<file path="config.mk">
export PLATFORM = sky130hd
export DESIGN_NAME = resource_arbiter
export DESIGN_NICKNAME = d
export VERILOG_FILES = /design/src/rtl/resource_arbiter_pkg.sv /design/src/rtl/resource_arbiter_rr_select.sv /design/src/rtl/resource_arbiter.sv
export SDC_FILE = /design/constraint.sdc
export NUM_CORES = 1
export LEC_CHECK = 0
export ABC_CLOCK_PERIOD_IN_PS = 2600
export CAP_MARGIN = 15
export CORE_MARGIN = 5
export CORE_UTILIZATION = 34
export DETAILED_ROUTE_END_ITERATION = 8
export MAX_ROUTING_LAYER = met4
export PLACE_DENSITY = 0.87
export SETUP_SLACK_MARGIN = 0.3
export SLEW_MARGIN = 20
export SYNTH_ARGS = -nofsm -noshare
export SYNTH_HDL_FRONTEND = slang
export SYNTH_SLANG_ARGS = --single-unit
</file>
<file path="constraint.sdc">
create_clock -name clk -period 2.6 [get_ports clk]
set_input_delay 0.26 -clock clk [delete_from_list [all_inputs] [get_ports clk]]
set_output_delay 0.26 -clock clk [all_outputs]
set_load 0.1 [all_outputs]
</file>
<file path="src/rtl/resource_arbiter_pkg.sv">
// Shared types and constants for the resource arbiter and pipeline_top.
package resource_arbiter_pkg;

  typedef enum logic [1:0] {
    IDLE    = 2'd0,
    GRANT   = 2'd1,
    RELEASE = 2'd2
  } arb_state_t;

  localparam int DEFAULT_DATA_W = 32;

endpackage

</file>
<file path="src/rtl/resource_arbiter_rr_select.sv">
// Round-robin winner pick: lowest requesting index >= rr_ptr, else lowest overall.
module rr_select #(
  parameter int N_REQ = 4,
  parameter int IDX_W = (N_REQ > 1) ? $clog2(N_REQ) : 1
) (
  input  logic [N_REQ-1:0] req,
  input  logic [IDX_W-1:0] rr_ptr,
  output logic             valid,
  output logic [IDX_W-1:0] index
);

  logic             hi_found;
  logic             lo_found;
  logic [IDX_W-1:0] hi_idx;
  logic [IDX_W-1:0] lo_idx;

  always_comb begin
    hi_found = 1'b0;
    lo_found = 1'b0;
    hi_idx   = '0;
    lo_idx   = '0;
    for (int i = 0; i < N_REQ; i++) begin
      if (req[i]) begin
        if (!lo_found) begin
          lo_found = 1'b1;
          lo_idx   = IDX_W'(i);
        end
        if (!hi_found && (i >= int'(rr_ptr))) begin
          hi_found = 1'b1;
          hi_idx   = IDX_W'(i);
        end
      end
    end
    valid = lo_found;
    index = hi_found ? hi_idx : lo_idx;
  end

endmodule

</file>
<file path="src/rtl/resource_arbiter.sv">
// Round-robin, non-preemptive arbiter for one shared single-cycle resource.
// Optional macro ARB_TIMEOUT_EN adds a MAX_HOLD grant limit with owner masking.
module resource_arbiter
  import resource_arbiter_pkg::*;
#(
  parameter int N_REQ    = 4,
  parameter int DATA_W   = DEFAULT_DATA_W,
  parameter int MAX_HOLD = 16,
  localparam int OWN_W   = (N_REQ > 1) ? $clog2(N_REQ) : 1
) (
  input  logic                    clk,
  input  logic                    reset,
  input  logic [N_REQ-1:0]        arbiter_req,
  output logic [N_REQ-1:0]        arbiter_grant,
  input  logic [N_REQ*DATA_W-1:0] resource_input,
  output logic [DATA_W-1:0]       resource_output,
  output logic [DATA_W-1:0]       res_op,
  output logic                    res_op_valid,
  input  logic [DATA_W-1:0]       res_result,
  output logic [OWN_W-1:0]        owner
);

  localparam logic [N_REQ-1:0] GRANT_ONE = N_REQ'(1);

  if (N_REQ < 2 || N_REQ > 8 || MAX_HOLD < 1) begin : g_bad_params
    $error("resource_arbiter: N_REQ must be 2..8 and MAX_HOLD >= 1");
  end

  arb_state_t       state;
  logic [OWN_W-1:0] rr_ptr;
  logic [OWN_W-1:0] next_ptr;
  logic [N_REQ-1:0] req_eff;
  logic             sel_valid;
  logic [OWN_W-1:0] sel_idx;
  logic             release_now;
  logic             vld_p1;

`ifdef ARB_TIMEOUT_EN
  localparam int HOLD_W = $clog2(MAX_HOLD + 1);
  logic [HOLD_W-1:0] hold_cnt;
  logic [N_REQ-1:0]  masked;
  logic              hold_expired;

  // A timed-out owner stays out of arbitration until it lets go of its request.
  assign req_eff      = arbiter_req & ~masked;
  assign hold_expired = (hold_cnt == HOLD_W'(MAX_HOLD - 1));
  assign release_now  = !arbiter_req[owner] || hold_expired;
`else
  assign req_eff      = arbiter_req;
  assign release_now  = !arbiter_req[owner];
`endif

  assign next_ptr = (owner == OWN_W'(N_REQ - 1)) ? '0 : owner + OWN_W'(1);

  rr_select #(
    .N_REQ (N_REQ),
    .IDX_W (OWN_W)
  ) u_rr_select (
    .req    (req_eff),
    .rr_ptr (rr_ptr),
    .valid  (sel_valid),
    .index  (sel_idx)
  );

  always_ff @(posedge clk) begin
    if (reset) begin
      state         <= IDLE;
      arbiter_grant <= '0;
      owner         <= '0;
      rr_ptr        <= '0;
`ifdef ARB_TIMEOUT_EN
      hold_cnt      <= '0;
      masked        <= '0;
`endif
    end else begin
`ifdef ARB_TIMEOUT_EN
      masked <= masked & arbiter_req;
`endif
      case (state)
        IDLE: begin
`ifdef ARB_TIMEOUT_EN
          hold_cnt <= '0;
`endif
          if (sel_valid) begin
            state         <= GRANT;
            arbiter_grant <= GRANT_ONE << sel_idx;
            owner         <= sel_idx;
          end
        end
        GRANT: begin
          if (release_now) begin
            state         <= RELEASE;
            arbiter_grant <= '0;
            owner         <= '0;
            rr_ptr        <= next_ptr;
`ifdef ARB_TIMEOUT_EN
            hold_cnt      <= '0;
            if (hold_expired) masked[owner] <= arbiter_req[owner];
          end else begin
            hold_cnt      <= hold_cnt + HOLD_W'(1);
`endif
          end
        end
        RELEASE: state <= IDLE;
        default: begin
          state         <= IDLE;
          arbiter_grant <= '0;
          owner         <= '0;
        end
      endcase
    end
  end

  assign res_op_valid = (state == GRANT);
  assign res_op       = res_op_valid ? resource_input[owner*DATA_W +: DATA_W] : '0;

  // p1: resource returns its result one cycle after the operand was valid
  always_ff @(posedge clk) begin
    if (reset) begin
      vld_p1          <= 1'b0;
      resource_output <= '0;
    end else begin
      vld_p1 <= res_op_valid;
      if (vld_p1) resource_output <= res_result;
    end
  end

endmodule
</file>
Yosys cells after proc, flatten, opt, wreduce, memory -nomap -nowiden

Index checks and enable logic that the tools add are counted.

Logic and storage cells: 65
Input port bits: 166
Bits in registers: 43
Output and inout port bits: 71

Equal/unequal tests: 5
Reductions and logical operators: 8
$lt $le $gt $ge: 4
Shifts and indexed selects: 2
Add/sub/neg operators: 1
Bitwise operators: 2
Muxes and demuxes: 37

Operators with widths:

| operator                                                              | number |
|---|---|
| 128-bit by 8-bit indexed part select with 32-bit output               | 1 |
| 2-bit 2-to-1 mux                                                      | 16 |
| 32-bit 2-to-1 mux                                                     | 1 |
| 1-bit 2-to-1 mux                                                      | 14 |
| 4-bit one-hot mux with 3 select lines                                 | 1 |
| 4-bit 2-to-1 mux                                                      | 2 |
| 2-bit one-hot mux with 3 select lines                                 | 1 |
| 2-bit equality test, second input constant                            | 2 |
| 1-bit by 2-bit >= comparator with 1-bit output, first input constant  | 2 |
| 2-bit != test, second input constant                                  | 2 |
| 2-bit one-hot mux with 2 select lines                                 | 1 |
| 2-bit AND reduction                                                   | 2 |
| 1-bit by 2-bit << shifter with 4-bit output, first input constant     | 1 |
| 2-bit by 3-bit < comparator with 1-bit output, second input constant  | 1 |
| 3-bit AND reduction                                                   | 1 |
| 2-bit by 1-bit adder with 2-bit output, second input constant         | 1 |
| 1-bit binary-select mux with 2-bit select                             | 1 |
| 2-bit by 1-bit equality test with 1-bit output, second input constant | 1 |
| 2-bit >= comparator, first input constant                             | 1 |
| 1-bit logical AND                                                     | 2 |
| 1-bit logical NOT                                                     | 2 |
| 2-bit logical NOT                                                     | 1 |
| 1-bit NOT                                                             | 2 |

Logic depth before layout (Yosys ltp)

Depth after elaboration: 17
Depth in mapped cells: 5
Depth with buffers taken out: 5

Hierarchy

A second synthesis with hierarchy kept.

Cell total of the unflattened synthesis: 240
Area, all modules: 2670.1 um^2

By module, submodules not included:

| module           | area each (um^2) | cells each | seq. area each (um^2) | instances |
|---|---|---|---|---|
| resource_arbiter | 2597.5           | 228        | 860.8                 | 1 |
| rr_select        | 72.6             | 12         | 0.0                   | 1 |

Least setup slack after synthesis

Ideal clock, no wire load.

Path kind: register -> output
Start: register owner[1]
End: output port res_op[12]
Data arrival time: 2.589 ns
Cell stages (with the launch flop): 5
Path buffers: 2
Required time: 2.340 ns
Slack: -0.249 ns
Cell sequence: dfxtp_1 buf_2 clkbuf_1 mux4_2 and2_1

Cells in the longest elaborated chain, start to end: 2

Ends and longest elaborated chain:

| element                                                 | line                    | source |
|---|---|---|
| start, declared                                         | resource_arbiter.sv:20  | `output logic [OWN_W-1:0] owner` |
| start signal, assigned                                  | resource_arbiter.sv:87  | `owner <= sel_idx;` |
| 128-bit by 8-bit indexed part select with 32-bit output | resource_arbiter.sv:115 | `assign res_op = res_op_valid ? resource_input[owner*DATA_W +: DATA_W] : '0;` |
| 32-bit 2-to-1 mux                                       | resource_arbiter.sv:115 |  |
| end, declared                                           | resource_arbiter.sv:17  | `output logic [DATA_W-1:0] res_op,` |

Every way passes these cells.

Worst setup path after layout

Start: register owner[1]
End: output port res_op[3]

Same word-level chain as after synthesis.

==> results.py <==
metrics = {
    "routing": {
        "vias": 2944,
        "drt_pass1_iterations": 4,
        "viasPerCell": 5.211,
        "wl_um": 11680,
        "ant_nets": 0,
        "drc": 0,
        "avgRoutedWirePerCell_um": 20.67,
        "drt_iter0_markers": 124,
    },
    "critical_path": {
        "crit_chain": "buf_4, mux4_2, and2_2, buf_12",
        "critPathMaxStageDelay_ps": 400,
        "reg2reg_setup_slack_ps": 880,
        "endpoint_kind": "primary output",
        "timing.rr.end": "arbiter_grant[0]$_SDFFE_PP0P_",
        "reg2reg_depth": 5,
        "required_ps": 2340,
        "cp_top_family": "buffers and inverters",
        "worst_ep_arrival_time_ps": 1820,
        "cp_max_fo": 35,
        "path_buf_inv": 2,
        "start_kind": "register",
        "worst-path-stages": 4,
        "critPathKind": "register to primary output",
        "crit_end": "res_op[3]",
        "crit_start": "owner[1]$_SDFFE_PP0P_",
        "cp_slowest_cell": "buf_4",
        "r2r_start": "owner[1]$_SDFFE_PP0P_",
    },
    "global_routing": {
        "met3_usage_pct": 4.810,
        "top_usage_layer": "met2",
        "grt_use_met1_pct": 28.71,
        "antenna_found_initial": 0,
        "grt_max_degree": 36,
        "grt_pass1_vias": 2988,
        "met2_usage_pct": 43.49,
        "grt_pass1_wl_um": 17800,
        "grt_overflow": 0,
        "grt_use_total_pct": 24.34,
    },
    "sta": {
        "tns_ps": 0,
        "rsz0062_at_grt": "no",
        "slew_viol_final": 0,
        "fin_crit_ps": 2077,
        "fmax_ghz": 0.4815,
        "setup_viol": 0,
        "tightest_slew_ps": 967.4,
        "min_period_over_period_pct": 79.87,
        "skew_ps": 3.952,
        "max_slew_margin_pct": 35.50,
        "hold_viol": 0,
    },
    "cts": {
        "clk_pin_slew_ps": 90,
        "ctsResizeCount": 0,
        "cts_buffers": 5,
        "cts.sinks": 43,
        "cts-root-buf": "clkbuf_8",
        "clockBufferDepth": 2,
        "htreeDepth": 2,
        "cts_tree": "built",
        "clkLatencyLatePin_ps": 290,
    },
    "power_and_ir_drop": {
        "cellLeakagePower_nw": 2.080,
        "powerDensity_mw_per_mm2": 500.4,
        "ir_drop_mv": 0.3432,
    },
    "synth": {
        "ys_seq_area_share_pct": 32.98,
        "post_synth_xor_area_fraction_pct": 0,
        "synth-adder-area-share_pct": 0.4794,
        "yosys.area_share.simple_pct": 15.34,
        "yosys_warnings": 0,
        "synth_mux_area_share_pct": 41.66,
        "synth_cell_types": 30,
        "synth_top_family_by_area": "multiplexers",
        "postSynthAreaPerCell_um2": 11.20,
        "synth_fp_nets": 400,
        "synth_compound_area_share_pct": 5.369,
        "ys_ff_latch": 43,
        "syn_area_mm2": 0.002610,
        "synth_cells": 233,
    },
    "placed_design": {
        "dp_hpwl_um": 9837,
        "gp_congestion": 0.9592,
        "portBuffers": 236,
        "placed_cell_area_mm2": 0.005330,
    },
    "cells_and_area": {
        "fillers": 548,
        "num_antenna_cells": 0,
        "final_common_cell": "clkdlybuf4s50_1",
        "multiInputGateArea_mm2": 0.001677,
        "final_cell_mix": "clkdlybuf4s50_1 (165), buf_4 (42), dfxtp_1 (40)",
        "nNetsFinal": 629,
        "stdcell_area_mm2": 0.005443,
        "syn2layout_area_growth_pct": 108.5,
        "drive_above_1_share_pct": 32.61,
        "final-seq-area_um2": 867.1,
    },
    "floorplanning": {
        "chipWidth_um": 97.62,
        "core_region_area_mm2": 0.007607,
        "initial_core_util_pct": 34.31,
        "die_area_mm2": 0.009529,
        "io_pins": 237,
        "die_h_um": 97.62,
        "rows": 32,
    },
    "worst_hold_path": {
        "hold_path.class": "register to register",
    },
    "flow_run": {
        "maxCapViolations": 0,
    },
    "run_status": {
        "status": "completed",
    },
}
==> routing by layer <==
metal  up-vias  share of wire [%]
met5         -                  0
met4         0                1.5
met2       173                 53
li1       1315                  -
met3        21                6.3
met1      1435                 39
==> worst register-to-register path, delay by kind of cell, from the launching register on <==
kind / cells / cell delay (ps)
buffers and inverters: 1 / 400
muxes: 1 / 450
DFF: 1 / 330
AOI/OAI and AO/OA: 2 / 330
and+or+nand+nor: 1 / 110
==> cell type report <==
class | count | share of cell area [%]
timing repair buffer | 242 | 49.01
multi-input combinational | 167 | 30.80
sequential | 43 | 15.93
tap | 102 | 2.345
clock buffer | 5 | 1.264
clock inverter | 3 | 0.4368
inverter | 3 | 0.2069
==> registers in the layout, summed over array words and instances, names as in the netlist <==
| signal | flops |
|---|---|
| vld_p1 | 1 |
| state | 2 |
| arbiter_grant | 4 |
| resource_output | 32 |
| rr_ptr | 2 |
| owner | 2 |
==> synthesized netlist by cell type <==
cell	instances	area share, %
o21ai_0	2	0.38
nand2_2	1	0.24
dfxtp_1	43	33
ha_1	1	0.48
clkbuf_1	10	1.4
o22a_1	1	0.34
inv_1	3	0.43
buf_6	1	0.43
nand2b_1	1	0.24
and2_1	32	7.7
buf_4	2	0.58
nor2_1	36	5.2
o22ai_1	1	0.24
a22o_1	1	0.34
nor4_1	1	0.24
o31ai_1	1	0.29
o21bai_1	1	0.29
mux4_2	32	28
a21oi_2	1	0.34
or3_1	2	0.48
buf_1	1	0.14
mux2i_1	34	13
nand2_1	3	0.43
nor3_1	3	0.58
a21oi_1	5	0.96
mux4_1	1	1.0
nor3b_1	1	0.29
buf_2	6	1.2
a32o_1	5	1.9
o21a_1	1	0.29
==> worst min path at each step <==
stage	depth (start not counted)	endpoint	slack (ps)	start
final	1	arbiter_grant[2]$_SDFFE_PP0P_	490	arbiter_grant[2]$_SDFFE_PP0P_
after global routing	1	arbiter_grant[2]$_SDFFE_PP0P_	500	arbiter_grant[2]$_SDFFE_PP0P_
after CTS	1	arbiter_grant[2]$_SDFFE_PP0P_	490	arbiter_grant[2]$_SDFFE_PP0P_
after detailed placement	1	arbiter_grant[2]$_SDFFE_PP0P_	470	arbiter_grant[2]$_SDFFE_PP0P_
after global placement	1	arbiter_grant[3]$_SDFFE_PP0P_	450	arbiter_grant[3]$_SDFFE_PP0P_
after floorplan	2	resource_output[30]$_SDFFE_PP0P_	410	res_result[30]
==> per-stage QoR <==
step                      worst slack (ps)  hold slack, ps  power, mW  cells  util, %
after global placement               608.9           452.0      2.282    556    70.07
final                                523.3           486.7      2.723    565    71.55
after CTS                            495.5           486.2      2.752    565    71.55
after detailed placement             590.6           465.4      2.308    556    70.07
after global routing                 439.5           502.1      2.839    565    71.55
after floorplan                      370.9           407.2      1.694    233        -
==> kinds of logic (layout without fill, tap and decap cells) <==
group           count (synthesis)  after routing
simple gates                   80             80
fa+ha+maj                       1              1
buf+inv                        23            253
mux                            67             67
compound gates                 19             19
flops                          43             43
==> power breakdown <==
group	total (mW)	internal (mW)	switching, mW
Clock	0.430	0.192	0.238
Combinational	1.55	0.660	0.892
Sequential	0.742	0.699	0.0429
==> timing repair <==
action                                  4_1_cts  5_1_grt
hold buffers                                  0        0
buffers inserted                              1        0
endpoints found under the setup margin       10        0
(Power assumes the default switching activity.)
